[config.mk]
export PLATFORM = sky130hd
export DESIGN_NAME = vip_yuv422to444
export DESIGN_NICKNAME = d
export VERILOG_FILES = /design/src/rtl/vip_pkg.sv /design/src/rtl/vip_sync_dly.sv /design/src/rtl/vip_yuv422to444.sv
export SDC_FILE = /design/constraint.sdc
export NUM_CORES = 1
export LEC_CHECK = 0
export CAP_MARGIN = 20
export CORE_MARGIN = 2
export CORE_UTILIZATION = 48
export CTS_BUF_LIST = sky130_fd_sc_hd__clkbuf_16
export DETAILED_ROUTE_END_ITERATION = 12
export PLACE_DENSITY_LB_ADDON = 0.25
export SETUP_SLACK_MARGIN = 0.05
export SLEW_MARGIN = 20
export SYNTH_ARGS = -nofsm -noshare
export SYNTH_HDL_FRONTEND = slang
export SYNTH_HIERARCHICAL = 1
export SYNTH_SLANG_ARGS = --single-unit
[constraint.sdc]
create_clock -name pclk -period 1.5 [get_ports pclk]
set_clock_uncertainty 0.2 [all_clocks]
set_input_delay 0.3 -clock pclk [delete_from_list [all_inputs] [get_ports pclk]]
set_output_delay 0.3 -clock pclk [all_outputs]
set_load 0.01 [all_outputs]
[src/rtl/vip_pkg.sv]
// Shared VIP definitions: component width, neutral chroma level and pixel-pair phase encoding.
package vip_pkg;

    localparam int unsigned VIP_BITS = 8;
    localparam logic [VIP_BITS-1:0] CHROMA_NEUTRAL = VIP_BITS'(1) << (VIP_BITS - 1);

    typedef enum logic {
        PH_FIRST  = 1'b0,
        PH_SECOND = 1'b1
    } phase_t;

endpackage

[src/rtl/vip_sync_dly.sv]
// N-stage register delay for sync/strobe signals, synchronous active-high reset.
module vip_sync_dly #(
    parameter int unsigned N = 2,
    parameter int unsigned W = 1
) (
    input  logic         clk,
    input  logic         rst,
    input  logic [W-1:0] d,
    output logic [W-1:0] q
);

    logic [W-1:0] pipe [N];

    always_ff @(posedge clk) begin
        if (rst) begin
            for (int unsigned i = 0; i < N; i++) begin
                pipe[i] <= '0;
            end
        end else begin
            pipe[0] <= d;
            for (int unsigned i = 1; i < N; i++) begin
                pipe[i] <= pipe[i-1];
            end
        end
    end

    assign q = pipe[N-1];

endmodule

[src/rtl/vip_yuv422to444.sv]
// YUV 4:2:2 to 4:4:4 chroma up-sampler: replicates each chroma pair across its two pixels,
// two cycles of latency on data, href and vsync.
module vip_yuv422to444
    import vip_pkg::*;
#(
    parameter int unsigned BITS = VIP_BITS
) (
    input  logic            pclk,
    input  logic            rst,
    input  logic            switch_uv,
    input  logic            in_href,
    input  logic            in_vsync,
    input  logic [BITS-1:0] in_y,
    input  logic [BITS-1:0] in_c,
    output logic            out_href,
    output logic            out_vsync,
    output logic [BITS-1:0] out_y,
    output logic [BITS-1:0] out_u,
    output logic [BITS-1:0] out_v
);

    localparam logic [BITS-1:0] NEUTRAL = BITS'(1) << (BITS - 1);

    phase_t          ph;
    logic            href_d;
    logic            sw_lat;
    logic [BITS-1:0] s1_y;
    logic [BITS-1:0] s1_c;
    phase_t          s1_ph;
    logic            s1_href;
    logic            s1_sw;
    logic [BITS-1:0] hold;

    logic            line_start_c;
    logic            sw_eff_c;
    logic [BITS-1:0] first_c;
    logic [BITS-1:0] second_c;
    logic [BITS-1:0] u_c;
    logic [BITS-1:0] v_c;

    // The chroma order for a line is taken from switch_uv on its first active pixel.
    assign line_start_c = in_href & ~href_d;
    assign sw_eff_c     = line_start_c ? switch_uv : sw_lat;

    // A phase-0 pixel borrows its second chroma from the pixel now on the input.
    always_comb begin
        first_c  = s1_c;
        second_c = NEUTRAL;
        if (s1_ph == PH_FIRST) begin
            if (in_href && ph == PH_SECOND) begin
                second_c = in_c;
            end
        end else begin
            first_c  = hold;
            second_c = s1_c;
        end
        u_c = s1_sw ? second_c : first_c;
        v_c = s1_sw ? first_c  : second_c;
    end

    always_ff @(posedge pclk) begin
        if (rst) begin
            ph      <= PH_FIRST;
            href_d  <= 1'b0;
            sw_lat  <= 1'b0;
            s1_y    <= '0;
            s1_c    <= '0;
            s1_ph   <= PH_FIRST;
            s1_href <= 1'b0;
            s1_sw   <= 1'b0;
            hold    <= '0;
            out_y   <= '0;
            out_u   <= '0;
            out_v   <= '0;
        end else begin
            href_d <= in_href;
            if (!in_href) begin
                ph <= PH_FIRST;
            end else begin
                ph <= (ph == PH_FIRST) ? PH_SECOND : PH_FIRST;
            end
            if (line_start_c) begin
                sw_lat <= switch_uv;
            end

            s1_y    <= in_y;
            s1_c    <= in_c;
            s1_ph   <= ph;
            s1_href <= in_href;
            s1_sw   <= sw_eff_c;

            if (s1_href && s1_ph == PH_FIRST) begin
                hold <= s1_c;
            end

            out_y <= s1_href ? s1_y : '0;
            out_u <= s1_href ? u_c  : '0;
            out_v <= s1_href ? v_c  : '0;
        end
    end

    vip_sync_dly #(
        .N (2),
        .W (2)
    ) u_sync_dly (
        .clk (pclk),
        .rst (rst),
        .d   ({in_href, in_vsync}),
        .q   ({out_href, out_vsync})
    );

endmodule
Word-level counts from Yosys, hierarchy flattened. Memory sizes are Yosys's and may differ from the RTL's. Cells that the tools add are included.

Flip-flop bits (word level): 52. Bits in writable memories: 4. Output and inout bits: 26. Memories: 1.

Multiplexer cells: 11. Bitwise logic cells: 6. Reduce and logical (&&, ||, !) cells: 4.

Memory list: u_sync_dly.pipe (depth 2, bits a word 2, read ports 2, clocked after Yosys merged registers in 0, write ports 2, line vip_sync_dly.sv:12) `logic [W-1:0] pipe [N];`.

Operator list (count): $mux 8 (5); $mux 1 (4); $mux 2 (2); $reduce_or 2->1 (2); $not 1->1 (3); $logic_and 1x1->1 (2); $or 1x1->1 (2); $and 1x1->1 (1).

Depth between registers and ports, before layout. Gate-level depths: netlist of the first run.

Word-level depth: 4. Gate-level depth with buffers: 5. Mapped depth without buffers: 3.

By module. The synthesis of the first run kept the hierarchy.

By module, submodules not included: vip_yuv422to444 (times used 1, cells each 179, area an instance 1839.3 sq um, seq. area each 1041.0 sq um); vip_sync_dly (times used 1, cells each 10, area an instance 120.1 sq um, seq. area each 80.1 sq um).

Worst setup path before layout of the first run. No wires, ideal clock.

Kind: reg-to-reg. From: reg s1_ph. To: reg out_v[7]. Library setup time: 122 ps. Data arrival time: 926 ps. Data required time: 1178 ps. Setup slack: 252 ps. Stages on the path, launching flop included: 5. Period minus slack after synthesis: 1248 ps. Cells stage by stage: dfxtp_1 > buf_6 > mux2_2 > o21ai_0 > a21oi_1.

Longest elaborated chain between the ends: 2.

Ends and longest elaborated chain: start, declared (line vip_yuv422to444.sv:29) `phase_t s1_ph;`; start signal, assigned (line vip_yuv422to444.sv:88) `s1_ph <= ph;`; $mux 8 (line vip_yuv422to444.sv:49) `if (s1_ph == PH_FIRST) begin`; $mux 8 * (line vip_yuv422to444.sv:58) `v_c = s1_sw ? first_c : second_c;`; end signal, assigned (line vip_yuv422to444.sv:98) `out_v <= s1_href ? v_c : '0;`; end, declared (line vip_yuv422to444.sv:19) `output logic [BITS-1:0] out_v`.

Every way passes the cells marked *; elsewhere a longest branch is shown, timed or not. A chain may end at the register's enable or synchronous reset.

Worst setup path in the final report of the first run.
From: reg out_u[0]. To: out out_u[0].

RTL lines: start, declared (line vip_yuv422to444.sv:18) `output logic [BITS-1:0] out_u,`; start signal, assigned (line vip_yuv422to444.sv:97) `out_u <= s1_href ? u_c : '0;`.

No word-level cell between the ends.

==> results.md, run 1 <==
* R2R Path Start: s1_ph$_SDFF_PP0_
* Number of diodes at 0
* R2R depth at 4
* Area of the die at 4610 µm²
* Power after layout at 3.09 mW
* Worst hold path depth at 4
* Total stage count of the critical path at 1
* Class of the most critical setup path: reg -> out
* Per-instance average area after synthesis at 10.4 µm²
* Accumulated negative setup slack at 0 ns
* Width of the die at 67.9 µm
* Starting Density at 49.3%
* Cell with the largest stage delay on the worst path: dfxtp_1
* Post-CTS setup buffer count at 0
* Endpoint class of the critical path: output port
* Delay of the slowest critical-path stage at 0.34 ns
* Minimum hold slack at 0.220 ns
* Maximum frequency from static timing analysis at 0.714 GHz
* Share of power burned in registers at 50.7%
* Worst-Skew Late Latency at 0.29 ns
* Total half-perimeter wirelength after legalization and detailed placement at 2610 µm
* Worst relative slew slack at 67.1%
* Worst-path cell chain: dlygate4sd2_1
* Number of library cell types mapped by synthesis at 21
* Placement Rows at 23
* Cts bufs inserted at 5
* Count of final setup violators at 0
* Critical path startpoint: out_u[0]$_SDFF_PP0_
* Peak supply drop at 0.000636 V
* Number of sinks on the clock net at 56
* Placer's final routability congestion estimate at 0.727
* DIE HEIGHT at 67.9 µm
* Worst path arrival time at 0.90 ns
* Antenna violations before repair at 0
* Relative area change from synthesis to final layout at 34.9%
* Standby leakage power at 1.16 nW
* Final cycle utilization of the critical path at 93.3%
* Internal at 2.46 mW
* Ratio of cells with drive above 1 in the final layout at 10.8%
* Post-synth ARST share at 0%
* MaxCap Viol Count at 0
* Area share of the leading cell type in the synthesized netlist at 57.2%
* CTS tree: yes
* Worst setup endpoint: out_u[0]
* Number of buffers inserted by hold repair at cts at 0
* Final Hold Vio Count at 0
* Total vias in the final route at 1452
* Sum of overflow across all layers after global routing at 0
* Share of total power in the clock network at 41.2%
* Family with the most delay on the worst path: flip-flops
* Count of filler cells inserted in the layout at 331
* Global-route wire length before repair at 6160 µm
* Number of nets produced by synthesis at 210
* Count of routing violations after the opening detailed-route iteration at 37
* Most used standard cell by instance count after synthesis: dfxtp_1
* Via density per instance at 4.99
* Tightest Pin Transition at 0.493 ns
* Post-Place Worst Slack at -0.231 ns
* Number of buffers and inverters on the critical path at 1
* Number of top-level pins at 47
* Share of synthesized area occupied by flip-flops and latches at 57.2%
* Switching share of power at 20.6%
* RSZ-0062 raised after global routing: false
* Ratio of total power to cell area at 1170 nW/µm²
* Fin crit period at 1.40 ns
* Number of synthesized register bits at 56
* Terminus of the critical flop-to-flop path: out_u[6]$_SDFF_PP0_
* Number of warnings reported in the yosys synthesis log at 6
* Dominant cell type by area after synthesis: dfxtp_1
* Count of buffers from port buffering at 46
* Type of element launching the critical path: flip-flop
* CTS Buffer Depth at 2
* Combined area of all synthesized cells at 1960 µm²
* Wire length per cell after detailed routing at 13.1 µm
* Worst-case setup margin in the final layout at 0.0998 ns
* Class of the worst hold path: in -> reg
* Buffer cell driving the clock tree root: clkbuf_16
* Overall routing resource usage at 18.4%
* Remaining DRCs at 0
* Reg-to-reg slack, setup at 0.13 ns
* Req. time, crit path at 1.00 ns
* Number of global-route vias before repair at 1428
* Crit Path Max Fanout at 1
* Proportion of power drawn by combinational gates at 8.1%
* Core Footprint at 3970 µm²
* Dominant synthesized flop cell: dfxtp_1
* Most used standard cells in the synthesized netlist: 56 x dfxtp_1, 25 x nor2b_1, 16 x a21oi_1, 16 x mux2i_1, 14 x o21a_1
* Largest net degree at the start of global routing at 18
* Overall routed net length at 3820 µm
* Number of levels in the clock H-tree at 2
* Ranking of synthesized cells by area: dfxtp_1 57%, mux2i_1 8.2%, nor2b_1 8.0%
* Number of flops mapped to enable cells by yosys at 0
* Remaining number of nets flagged by the antenna check after routing at 0
* Number of detailed-routing iterations run before antenna repair at 4
* Run status: finished, final reports clean
* Clock Pin Slew Worst Setup and Hold Paths at 0.06 ns
* Net load switching power at 0.636 mW
* Final-report max-slew violation count at 0
* Fin nets at 261
* Post-synthesis instance total at 189
[final cells by class]
type                    count  area [µm²]  area share [%]
clock inverters             3        38.8            1.47
repair buffers             59         541            20.5
well taps                  50        62.6            2.37
flip-flops and latches     56        1120            42.6
multi-input cells         116         743            28.1
inverters                   2        7.51           0.284
clock buffers               5         125            4.73
[layout by cell type, fill, tap and decap left out, types with 2 or more instances in the layout]
master	instances
nor2_1	10
nand3_1	7
o21ai_0	2
dlygate4sd2_1	26
a21oi_1	16
dfxtp_1	55
mux2i_1	15
clkdlybuf4s50_1	19
buf_4	12
o21ai_1	5
inv_1	3
nand2_1	7
nor2b_1	25
o21a_1	14
and2_1	8
o21ai_2	2
clkbuf_16	5
[power groups by stage]
stage               Combinational [mW]  Clock (mW)  Sequential, mW
finish                           0.250        1.27            1.57
global route                     0.273        1.34            1.57
CTS                              0.249        1.29            1.57
detailed placement               0.257           0            1.60
global placement                 0.253           0            1.60
floorplan                        0.135           0            1.60
[worst min-delay path by stage]
stage | to | slack (ns) | startpoint
after global routing | out_v[7]$_SDFF_PP0_ | 0.24 | rst
final | out_u[7]$_SDFF_PP0_ | 0.22 | rst
after floorplan | u_sync_dly/pipe[0][0]$_SDFF_PP0_ | 0.17 | rst
after detailed placement | out_y[6]$_SDFF_PP0_ | 0.22 | s1_y[6]$_SDFF_PP0_
after CTS | out_y[3]$_SDFF_PP0_ | 0.23 | s1_y[3]$_SDFF_PP0_
after global placement | out_y[3]$_SDFF_PP0_ | 0.21 | s1_y[3]$_SDFF_PP0_
[registers in the layout, summed over array words and instances (netlist names)]
| register | cells |
|---|---|
| s1_href | 1 |
| out_v | 8 |
| ph | 1 |
| s1_c | 8 |
| out_u | 8 |
| s1_y | 8 |
| u_sync_dly/pipe | 4 |
| hold | 8 |
| out_y | 8 |
| s1_ph | 1 |
| s1_sw | 1 |
[layer usage]
layer | routed length (µm) | part of all wire [%] | GRT usage, % | vias to the layer above
li1 | - | - | - | 724
met3 | 188 | 4.9 | 5.43 | 6
met5 | 0 | 0 | 0 | -
met2 | 1860 | 49 | 33.7 | 38
met1 | 1730 | 45 | 20.3 | 684
met4 | 52 | 1.4 | 6.00 | 0
[stage by stage]
step / area [µm²] / instances / util, %
2_1_floorplan: 1960 / 189 / -
3_3_place_gp: 2490 / 283 / 62.8
3_5_place_dp: 2490 / 283 / 62.8
4_1_cts: 2630 / 291 / 66.1
5_1_grt: 2640 / 291 / 66.5
6_report: 2640 / 291 / 66.5
[timing repair]
item	CTS	global route
endpoints found under the setup margin	35	13
cloned	0	0
resized for setup	28	11
[cells by family after synthesis]
| logic type | share of synthesized area [%] |
|---|---|
| buf+inv | 5.43 |
| simple gates | 16.3 |
| flops | 57.2 |
| mux | 8.75 |
| compound gates | 12.3 |
Power figures use the tool's default switching activity.
==> inputs of run 2 (changes only) <==
--- a/config.mk
+++ b/config.mk
@@ -7,8 +7,9 @@
 export LEC_CHECK = 0
 export CAP_MARGIN = 20
 export CORE_MARGIN = 2
-export CORE_UTILIZATION = 48
-export CTS_BUF_LIST = sky130_fd_sc_hd__clkbuf_16
+export CORE_UTILIZATION = 46
+export CTS_BUF_LIST = sky130_fd_sc_hd__clkbuf_2
+export CTS_CLUSTER_SIZE = 25
 export DETAILED_ROUTE_END_ITERATION = 12
 export PLACE_DENSITY_LB_ADDON = 0.25
 export SETUP_SLACK_MARGIN = 0.05
==> constraint.sdc (replaced) <==
create_clock -name pclk -period 1.2 [get_ports pclk]
set_clock_uncertainty 0.2 [all_clocks]
set_input_delay 0.24 -clock pclk [delete_from_list [all_inputs] [get_ports pclk]]
set_output_delay 0.24 -clock pclk [all_outputs]
set_load 0.01 [all_outputs]
==> run 2 against run 1 <==
Compared with the run above:
- the run now ends with negative setup slack left
- flip-flop and latch count unchanged
- sequential share of layout area shrank 1.7 points
- global-route usage decreased by 0.95 points
- clock power is 40% lower
- combinational power is 67% higher
- critical path type unchanged
- critical endpoint unchanged
- largest cell class unchanged
- highest routed layer unchanged
==> results.md, run 2 (synthesis gave the netlist of run 1 again) <==
* Met1 routing resource usage after global routing at 22.1% (+1.7 points)
* Maximum frequency from static timing analysis at 0.707 GHz
* Largest net degree at the start of global routing at 19 (+1)
* Global-route track usage on met2 at 28.2% (-5.5 points)
* Area of the die at 4800 µm² (+4.1%)
* Worst relative slew slack at 81.3% (+14 points)
* Count of routing violations after the opening detailed-route iteration at 67 (+81%)
* GR met3 Demand/Resource at 3.63% (-1.8 points)
* Buffer cell driving the clock tree root: clkbuf_2
* Cts bufs inserted at 5 (unchanged)
* Fin nets at 267 (+2.3%)
* CTS tree: yes
* Placement Rows at 23 (unchanged)
* Width of the die at 69.3 µm (+2.0%)
* Remaining DRCs at 0 (unchanged)
* Delay of the slowest critical-path stage at 0.39 ns (+0.05 ns)
* Leading cell types in the layout, fill and taps excluded: 42 x dfxtp_1, 23 x nor2b_1, 20 x clkdlybuf4s50_1
* Endpoint class of the critical path: output port
* Crit Path Max Fanout at 1 (unchanged)
* Count of filler cells inserted in the layout at 303 (-8.5%)
* Worst-case setup margin in the final layout at -0.214 ns (-0.314 ns)
* Family with the most delay on the worst path: flip-flops
* Global-route wire length before repair at 6640 µm (+7.7%)
* Worst-Skew Late Latency at 0.47 ns (+0.18 ns)
* Class of the worst hold path: in -> reg
* Starting Density at 48.3% (-1.0 points)
* Relative area change from synthesis to final layout at 42.5%
* Tightest Pin Transition at 0.281 ns (-0.212 ns)
* CTS Buffer Depth at 2 (unchanged)
* Fin crit period at 1.41 ns
* Clock Pin Slew Worst Setup and Hold Paths at 0.28 ns (+0.22 ns)
* Number of diodes at 0 (unchanged)
* Wire length per cell after detailed routing at 14.3 µm (+9.1%)
* Peak supply drop at 0.000742 V (+17%)
* Core Footprint at 4060 µm² (+2.2%)
* Final-report max-slew violation count at 0 (unchanged)
* MaxCap Viol Count at 0 (unchanged)
* Run status: finished with violations
* Final Hold Vio Count at 0 (unchanged)
* DIE HEIGHT at 69.3 µm (+2.0%)
* Total area of multi-input combinational cells at 881 µm² (+19%)
* Number of top-level pins at 47 (unchanged)
* Type of element launching the critical path: flip-flop
* Number of buffers inserted by hold repair at cts at 0 (unchanged)
* DP Cell Count at 285 (+0.71%)
* Total half-perimeter wirelength after legalization and detailed placement at 2530 µm (-2.9%)
* Remaining number of nets flagged by the antenna check after routing at 0 (unchanged)
* Standby leakage power at 1.13 nW (-2.4%)
* Number of buffers and inverters on the critical path at 1 (unchanged)
* Power after layout at 3.15 mW (+2.0%)
* Via density per instance at 5.06 (+1.5%)
* Total vias in the final route at 1504 (+3.6%)
* Layout Cells excl Fill at 297 (+2.1%)
* Final cycle utilization of the critical path at 118%
* RSZ-0062 raised after global routing: true
* Ratio of cells with drive above 1 in the final layout at 40.9% (+30 points)
* Layer with the highest usage: met2
* Number of detailed-routing iterations run before antenna repair at 4 (unchanged)
* Number of global-route vias before repair at 1459 (+2.2%)
* Overall routed net length at 4260 µm (+11%)
* Worst-path cell chain: buf_6
* Count of final setup violators at 50 (+50)
* Placer's final routability congestion estimate at 0.732 (+0.77%)
* Overall routing resource usage at 17.4% (-0.95 points)
* Most frequent standard cell in the layout excluding fill and tap cells: dfxtp_1
* Number of sinks on the clock net at 56 (unchanged)
* Class of the most critical setup path: reg -> out
* Failing checks: negative setup slack
* Worst path arrival time at 0.97 ns (+0.07 ns)
* Sum of overflow across all layers after global routing at 0 (unchanged)
* Accumulated negative setup slack at -7.77 ns (-7.77 ns)
* Cell with the largest stage delay on the worst path: dfxtp_2
* Ratio of total power to cell area at 1130 nW/µm² (-3.4%)
* Antenna violations before repair at 0 (unchanged)
* Sequential Area at 1140 µm² (+1.4%)
* Req. time, crit path at 0.76 ns (-0.24 ns)
* Count of buffers from port buffering at 46 (unchanged)
* Number of levels in the clock H-tree at 2 (unchanged)
run 2: cell count changes in the layout (fill, tap and decap cells not counted), sizes merged:
| cell | previous run | this run |
|---|---|---|
| clkinvlp | 0 | 3 |
| bufbuf | 0 | 1 |
| clkdlybuf4s50 | 19 | 20 |
| dlymetal6s2s | 1 | 0 |
| buf | 13 | 44 |
| bufinv | 1 | 0 |
| inv | 3 | 1 |
| dlygate4sd2 | 26 | 0 |
run 2: cell type report:
type	count	area share (%)
sequential	56	40.9
multi-input combinational	116	31.5
timing repair buffer	65	23.2
tap	50	2.24
clock buffer	5	0.896
clock inverter	3	0.851
inverter	2	0.403
run 2: path summary, 6_finish.rpt:
kind | from | endpoint | slack, ns | depth (start not counted)
hold reg to reg | u_sync_dly/pipe[0][1]$_SDFF_PP0_ | u_sync_dly/pipe[0][3]$_SDFF_PP0_ | 0.27 | 1
setup reg to reg | s1_ph$_SDFF_PP0_ | out_v[5]$_SDFF_PP0_ | -0.18 | 4
hold / removal | in_y[3] | s1_y[3]$_SDFF_PP0_ | 0.08 | 2
setup / recovery | out_u[0]$_SDFF_PP0_ | out_u[0] | -0.21 | 1
run 2: per-stage QoR:
stage | setup WS [ns] | utilization [%] | instance area (µm²) | hold WS, ns
2_1_floorplan | -0.0356 | - | 1960 | 0.112
3_3_place_gp | -0.409 | 62.4 | 2530 | 0.209
3_5_place_dp | -0.415 | 62.4 | 2530 | 0.211
4_1_cts | -0.225 | 64.7 | 2630 | 0.0648
5_1_grt | -0.283 | 68.8 | 2790 | 0.0442
6_report | -0.214 | 68.8 | 2790 | 0.0775
run 2: power breakdown:
group	internal, mW	total (mW)	switching (mW)
Clock	0.145	0.760	0.615
Sequential	1.93	1.98	0.0421
Combinational	0.241	0.417	0.176
run 2: repair_timing:
action,in CTS,in global routing
resized for setup,140,44
setup buffers,2,1
hold endpoints to repair,0,0
cloned,2,0
pin swaps,16,8
setup endpoints to repair,59,59
run 2: per-layer routing:
| layer | share of wire [%] | routed length [µm] | vias to the layer above |
|---|---|---|---|
| met5 | 0 | 0 | - |
| met3 | 6.2 | 263 | 5 |
| met2 | 48 | 2040 | 52 |
| met4 | 1.5 | 63 | 0 |
| li1 | - | - | 740 |
| met1 | 44 | 1890 | 707 |
